--- config.mk ---
export PLATFORM = sky130hd
export DESIGN_NAME = tcb_uart_ser
export DESIGN_NICKNAME = d
export VERILOG_FILES = /design/src/rtl/tcb_uart_pkg.sv /design/src/rtl/tcb_uart_bdr.sv /design/src/rtl/tcb_uart_ser.sv
export SDC_FILE = /design/constraint.sdc
export NUM_CORES = 1
export LEC_CHECK = 0
export CORE_MARGIN = 2
export CORE_UTILIZATION = 40
export CTS_CLUSTER_SIZE = 28
export DETAILED_ROUTE_END_ITERATION = 8
export HOLD_SLACK_MARGIN = 0.06
export MAX_ROUTING_LAYER = met4
export PLACE_DENSITY_LB_ADDON = 0.12
export REMOVE_ABC_BUFFERS = 1
export SLEW_MARGIN = 5
export SYNTH_ARGS = -nofsm -noshare
export SYNTH_HDL_FRONTEND = slang
export SYNTH_SLANG_ARGS = --single-unit
--- constraint.sdc ---
create_clock -name clk -period 5.6 [get_ports clk]
set_input_delay 1.12 -clock clk [delete_from_list [all_inputs] [get_ports clk]]
set_output_delay 1.12 -clock clk [all_outputs]
set_load 0.1 [all_outputs]
--- src/rtl/tcb_uart_pkg.sv ---
// Shared types for the UART serializer/deserializer: parity and stop-bit modes,
// and the TX/RX FSM state encodings.
package tcb_uart_pkg;

    typedef enum logic [1:0] {
        PAR_NONE = 2'd0,
        PAR_EVEN = 2'd1,
        PAR_ODD  = 2'd2,
        PAR_RSVD = 2'd3
    } par_mode_t;

    typedef enum logic {
        STP_ONE = 1'b0,
        STP_TWO = 1'b1
    } stp_mode_t;

    typedef enum logic [2:0] {
        TX_IDLE, TX_START, TX_DATA, TX_PARITY, TX_STOP
    } tx_state_t;

    typedef enum logic [2:0] {
        RX_IDLE, RX_START, RX_DATA, RX_PARITY, RX_STOP
    } rx_state_t;

    // Reserved mode behaves like "no parity".
    function automatic logic par_enabled(input logic [1:0] mode);
        return (mode == PAR_EVEN) || (mode == PAR_ODD);
    endfunction

endpackage

--- src/rtl/tcb_uart_bdr.sv ---
// Bit-period counter: counts 0..bdr while enabled, flags the wrap and the
// in-bit sample point.
module tcb_uart_bdr #(
    parameter int BCW = 16
)(
    input  logic           clk,
    input  logic           rst,
    input  logic           clr,
    input  logic           en,
    input  logic [BCW-1:0] bdr,
    input  logic [BCW-1:0] smp,
    output logic           wrap,
    output logic           stb
);

    logic [BCW-1:0] cnt;

    always_ff @(posedge clk) begin
        if (rst || clr) begin
            cnt <= '0;
        end else if (en) begin
            cnt <= (cnt == bdr) ? '0 : cnt + BCW'(1);
        end
    end

    assign wrap = en && (cnt == bdr);
    assign stb  = en && (cnt == smp);

endmodule

--- src/rtl/tcb_uart_ser.sv ---
// UART with valid/ready character streams, configurable width, parity and stop bits.
//   state  | meaning
//   IDLE   | line idle, TX ready / RX waiting for falling edge
//   START  | start bit (RX rejects a high sample as a glitch)
//   DATA   | DW data bits, LSB first
//   PARITY | parity bit, skipped when parity is off
//   STOP   | stop bit(s); RX completes at the first stop sample
module tcb_uart_ser
    import tcb_uart_pkg::*;
#(
    parameter int DW  = 8,
    parameter int BCW = 16
)(
    input  logic           clk,
    input  logic           rst,
    input  logic [BCW-1:0] cfg_tx_bdr,
    input  logic [BCW-1:0] cfg_rx_bdr,
    input  logic [BCW-1:0] cfg_rx_smp,
    input  logic [1:0]     cfg_par,
    input  logic           cfg_stp,
    input  logic           tx_vld,
    output logic           tx_rdy,
    input  logic [DW-1:0]  tx_dat,
    output logic           rx_vld,
    input  logic           rx_rdy,
    output logic [DW-1:0]  rx_dat,
    output logic           rx_per,
    output logic           rx_fer,
    output logic           rx_ovf,
    output logic           uart_txd,
    input  logic           uart_rxd
);

    localparam int              BIW      = $clog2(DW + 1);
    localparam logic [BIW-1:0]  LAST_BIT = BIW'(DW - 1);
    localparam logic [BIW-1:0]  ALL_BITS = BIW'(DW);

    logic par_en, par_odd, two_stp;
    assign par_en  = par_enabled(cfg_par);
    assign par_odd = (cfg_par == PAR_ODD);
    assign two_stp = (cfg_stp == STP_TWO);

    tx_state_t      tx_st, tx_nx;
    logic [DW-1:0]  tx_sh;
    logic [BIW-1:0] tx_bit;
    logic           tx_par, tx_stp2, tx_go, tx_wrap, tx_stb;

    assign tx_rdy = (tx_st == TX_IDLE) && !rst;
    assign tx_go  = tx_vld && tx_rdy;

    // Sample point pinned to the end of the bit, so stb marks when the shifter advances.
    tcb_uart_bdr #(.BCW(BCW)) u_tx_bdr (
        .clk  (clk),
        .rst  (rst),
        .clr  (tx_go),
        .en   (tx_st != TX_IDLE),
        .bdr  (cfg_tx_bdr),
        .smp  (cfg_tx_bdr),
        .wrap (tx_wrap),
        .stb  (tx_stb)
    );

    always_comb begin
        tx_nx = tx_st;
        case (tx_st)
            TX_IDLE:   if (tx_go) tx_nx = TX_START;
            TX_START:  if (tx_wrap) tx_nx = TX_DATA;
            TX_DATA:   if (tx_wrap && tx_bit == LAST_BIT) tx_nx = par_en ? TX_PARITY : TX_STOP;
            TX_PARITY: if (tx_wrap) tx_nx = TX_STOP;
            TX_STOP:   if (tx_wrap && (!two_stp || tx_stp2)) tx_nx = TX_IDLE;
            default:   tx_nx = TX_IDLE;
        endcase
    end

    always_ff @(posedge clk) begin
        if (rst) begin
            tx_st   <= TX_IDLE;
            tx_sh   <= '0;
            tx_bit  <= '0;
            tx_par  <= 1'b0;
            tx_stp2 <= 1'b0;
        end else begin
            tx_st <= tx_nx;
            if (tx_go) begin
                tx_sh   <= tx_dat;
                tx_par  <= ^tx_dat;
                tx_bit  <= '0;
                tx_stp2 <= 1'b0;
            end
            if (tx_st == TX_DATA && tx_stb) begin
                tx_sh  <= {1'b0, tx_sh[DW-1:1]};
                tx_bit <= tx_bit + 1'b1;
            end
            if (tx_st == TX_STOP && tx_wrap) tx_stp2 <= 1'b1;
        end
    end

    always_comb begin
        uart_txd = 1'b1;
        if (!rst) begin
            case (tx_st)
                TX_START:  uart_txd = 1'b0;
                TX_DATA:   uart_txd = tx_sh[0];
                TX_PARITY: uart_txd = tx_par ^ par_odd;
                default:   uart_txd = 1'b1;
            endcase
        end
    end

    logic [1:0] rx_sync;
    logic       rxd_s, rxd_p, rx_fall;

    always_ff @(posedge clk) begin
        if (rst) begin
            rx_sync <= 2'b11;
            rxd_p   <= 1'b1;
        end else begin
            rx_sync <= {rx_sync[0], uart_rxd};
            rxd_p   <= rx_sync[1];
        end
    end

    assign rxd_s   = rx_sync[1];
    assign rx_fall = rxd_p && !rxd_s;

    rx_state_t      rx_st, rx_nx;
    logic [DW-1:0]  rx_sh;
    logic [BIW-1:0] rx_bit, rx_bit_inc;
    logic           rx_pbit, rx_wrap, rx_stb, rx_done;

    tcb_uart_bdr #(.BCW(BCW)) u_rx_bdr (
        .clk  (clk),
        .rst  (rst),
        .clr  (rx_st == RX_IDLE),
        .en   (rx_st != RX_IDLE),
        .bdr  (cfg_rx_bdr),
        .smp  (cfg_rx_smp),
        .wrap (rx_wrap),
        .stb  (rx_stb)
    );

    // Count including a sample landing on the wrap cycle (cfg_rx_smp == cfg_rx_bdr).
    assign rx_bit_inc = rx_bit + BIW'(rx_stb);
    assign rx_done    = (rx_st == RX_STOP) && rx_stb;

    always_comb begin
        rx_nx = rx_st;
        case (rx_st)
            RX_IDLE:   if (rx_fall) rx_nx = RX_START;
            RX_START:  if (rx_stb && rxd_s) rx_nx = RX_IDLE;
                       else if (rx_wrap) rx_nx = RX_DATA;
            RX_DATA:   if (rx_wrap && rx_bit_inc == ALL_BITS) rx_nx = par_en ? RX_PARITY : RX_STOP;
            RX_PARITY: if (rx_wrap) rx_nx = RX_STOP;
            RX_STOP:   if (rx_stb) rx_nx = RX_IDLE;
            default:   rx_nx = RX_IDLE;
        endcase
    end

    always_ff @(posedge clk) begin
        if (rst) begin
            rx_st   <= RX_IDLE;
            rx_sh   <= '0;
            rx_bit  <= '0;
            rx_pbit <= 1'b0;
            rx_vld  <= 1'b0;
            rx_dat  <= '0;
            rx_per  <= 1'b0;
            rx_fer  <= 1'b0;
            rx_ovf  <= 1'b0;
        end else begin
            rx_st  <= rx_nx;
            rx_ovf <= 1'b0;
            if (rx_st == RX_IDLE) rx_bit <= '0;
            if (rx_st == RX_DATA && rx_stb) begin
                rx_sh  <= {rxd_s, rx_sh[DW-1:1]};
                rx_bit <= rx_bit_inc;
            end
            if (rx_st == RX_PARITY && rx_stb) rx_pbit <= rxd_s;
            if (rx_done) begin
                if (rx_vld && !rx_rdy) begin
                    rx_ovf <= 1'b1;
                end else begin
                    rx_dat <= rx_sh;
                    rx_per <= par_en && (rx_pbit != (^rx_sh ^ par_odd));
                    rx_fer <= !rxd_s;
                    rx_vld <= 1'b1;
                end
            end else if (rx_vld && rx_rdy) begin
                rx_vld <= 1'b0;
            end
        end
    end

endmodule

==> impl_metrics.toml <==
[clock_network]
post-cts-setup-buffers = 0
cts_tree = "built"
clock_latency_ps = 350
postCtsHoldBufs = 0
clock_path_buffers = 2
path_clk_slew_ps = 70
clock_sinks = 80
post_cts_resized = 0
htree_num_levels = 3
numCtsBuffers = 9
cts-root-buf = "clkbuf_8"

[worst_hold_path]
hold_class = "flop to flop"
hold_start = "rx_sync[0]$_SDFF_PP1_"
hold_depth = 1
worstHoldEndpoint = "rx_sync[1]$_SDFF_PP1_"

[sta]
setup_viol = 0
worst_pin_slew_ps = 964
worst_slack_ps = 1570
final.min_clock_period_ps = 4030
setup_tns_ps = 0
hold_violations = 0
finalClockSkew_ps = 8.01
final-max-slew-violation-count = 0
rsz0062_at_grt = "no"
period_share_pct = 72.0
fmax_mhz = 248
maxSlewHeadroom_pct = 35.6

[setup_path]
required_ps = 4480
r2r_slack_ps = 2510
crit_chain = "or3_1, nor2_2, clkdlybuf4s50_1"
reg2reg_from = "rx_st[1]$_SDFFE_PP0P_"
worstSetupPathType = "flop to output pin"
cp-start-kind = "flop"
crit_arrival_ps = 2910
cp-end-kind = "output pin"
slowest_delay_ps = 1210
critPathSlowestCell = "clkdlybuf4s50_1"
timing.rr.end = "rx_st[2]$_SDFFE_PP0P_"
r2r_cells = 11
path_max_fanout = 12

[floorplanning]
start_util_pct = 40.9
die_width_um = 106
die_h_um = 106
fp.coreArea_um2 = 10200
rows = 37
dieArea_um2 = 11300
ios = 78

[global_route]
grt_max_degree = 52
gr-total-overflow = 0
antenna_found_initial = 0
grt_pass1_vias = 3235
grt_pass1_wl_mm = 15.4
grt_usage_pct = 17.2

[logic_synthesis]
syn_area_um2 = 4180
ys_types = 44
synth_edf_count = 0
ys_seq_area_share_pct = 38.3
synthArstFlopShare_pct = 0
syn_inst = 489
ys.flop_type = "dfxtp_1"
ys_seq_elements = 80
synth_area_per_cell_um2 = 8.55
synth_warnings = 0

[pwr]
p_leak_nw = 2.00
vdd_ir_drop_max_mv = 0.130
finalPower_mw = 1.44
power.density_nw_per_um2 = 276

[routing]
wl_mm = 8.93
ant_nets = 0
routedWlPerCell_um = 13.0
first_iter_violations = 128
firstDrtPassIters = 5
avgViaCountPerCell = 5.00
vias = 3442
route.detailed.drc = 0

[status]
status = "complete, no violations"

[cells_and_area]
diodes = 0
fin_nets = 619
area_growth_pct = 24.8
drive_gt1_share_pct = 5.24

[placed_design]
pre_cts_slack_ps = 1440
port_buffers = 77
gp_congestion = 0.848
place_hpwl_mm = 6.53

[job]
maxCapViolCount = 0
## final cells by class
class / instances / area [um2]
fill: 978 / 5010
multi-input combinational: 372 / 2420
sequential: 80 / 1600
timing repair buffer: 78 / 771
tap: 136 / 170
clock buffer: 10 / 138
clock inverter: 5 / 81.3
inverter: 8 / 30.0
## where the power goes
part	total, mW	internal [mW]	leakage, nW	switching [mW]
clock	0.467	0.261	0.108	0.206
sequential	0.636	0.595	0.647	0.0407
combinational	0.336	0.139	1.24	0.197
total	1.44	0.994	2.00	0.444
## layer usage
metal | share of wire [%] | routed length, um | vias up | GRT usage [%]
li1 | - | - | 1790 | -
met1 | 49 | 4340 | 1589 | 21.9
met2 | 47 | 4160 | 53 | 27.2
met3 | 3.5 | 311 | 10 | 4.11
met4 | 1.3 | 112 | 0 | 4.70
met5 | 0 | 0 | - | -
## critical path, delay by kind of cell (launching register included)
family        cells  cell delay [ps]
buf+inv           1             1210
flops             1              430
simple gates      2              930
## through the flow
step,instance area [um2],utilization [%],std cells,hold WS (ps)
5_1_grt,5220,51.0,689,428
3_5_place_dp,5000,48.8,674,400
3_3_place_gp,5000,48.8,674,405
4_1_cts,5220,51.0,689,421
6_report,5220,51.0,689,418
2_1_floorplan,4060,-,460,389
## cell usage after synthesis (2+ instances only)
master      n  area [um2]
nand4_1    15        93.8
nand3_1    31         155
a311oi_1    7        61.3
buf_2       6        30.0
ha_1        6        75.1
or2_2       4        25.0
nand2b_1    6        37.5
o21ai_0     9        45.0
nor2_1     75         282
or3_1      10        62.6
mux2i_1    21         210
a2bb2oi_1   2        17.5
and3_1      5        31.3
a31o_2      2        17.5
xor2_1     48         420
o211ai_1    2        15.0
clkbuf_1   22        82.6
dfxtp_1    80        1600
nor4_1      8        50.1
and2_1      2        12.5
nand2_1    27         101
xnor2_1    46         403
nor3_1      5        25.0
a21oi_1    18        90.1
a31oi_1     2        12.5
inv_1       8        30.0
nor2b_1     3        18.8
nand3b_1    3        22.5
## how the worst max path moves through the flow
stage | start | endpoint | slack (ps) | depth (start not counted)
2_1_floorplan | cfg_par[0] | uart_txd | 2050 | 6
3_3_place_gp | cfg_rx_smp[4] | rx_st[2]$_SDFFE_PP0P_ | 1520 | 13
3_5_place_dp | cfg_rx_smp[4] | rx_st[2]$_SDFFE_PP0P_ | 1440 | 13
4_1_cts | tx_st[1]$_SDFFE_PP0P_ | tx_rdy | 1530 | 3
5_1_grt | tx_st[1]$_SDFFE_PP0P_ | tx_rdy | 1430 | 3
6_report | tx_st[1]$_SDFFE_PP0P_ | tx_rdy | 1570 | 3
## cells by family (layout without fill, tap and decap cells)
family	after synthesis	after routing	synth area share, %
AOI/OAI and AO/OA	50	50	7.90
xor gates and xnor gates	94	94	19.7
adders and majority gates	6	6	1.80
buffers and inverters	37	101	3.68
DFF	80	80	38.3
muxes	21	21	5.03
and+or+nand+nor	201	201	23.6
## placed cells by master, fill, tap and decap left out, types with 9 or more instances in the layout
| cell | Yosys | final |
|---|---|---|
| a21oi_1 | 18 | 18 |
| clkbuf_8 | 0 | 10 |
| clkdlybuf4s50_1 | 0 | 75 |
| dfxtp_1 | 80 | 80 |
| mux2i_1 | 21 | 21 |
| nand2_1 | 27 | 27 |
| nand3_1 | 31 | 31 |
| nand4_1 | 15 | 15 |
| nor2_1 | 75 | 75 |
| o21ai_0 | 9 | 9 |
| or3_1 | 10 | 10 |
| xnor2_1 | 46 | 46 |
| xor2_1 | 48 | 48 |
## registers in the layout, summed over array words and instances, names as in the netlist
name          count
tx_st             3
rx_dat            8
tx_stp2           1
u_tx_bdr.cnt     16
tx_par            1
rx_sh             8
rx_bit            4
rx_vld            1
rx_sync           2
rx_ovf            1
rx_st             3
rx_fer            1
u_rx_bdr.cnt     16
tx_bit            4
rxd_p             1
tx_sh             8
rx_pbit           1
rx_per            1
(Power assumes the default switching activity.)
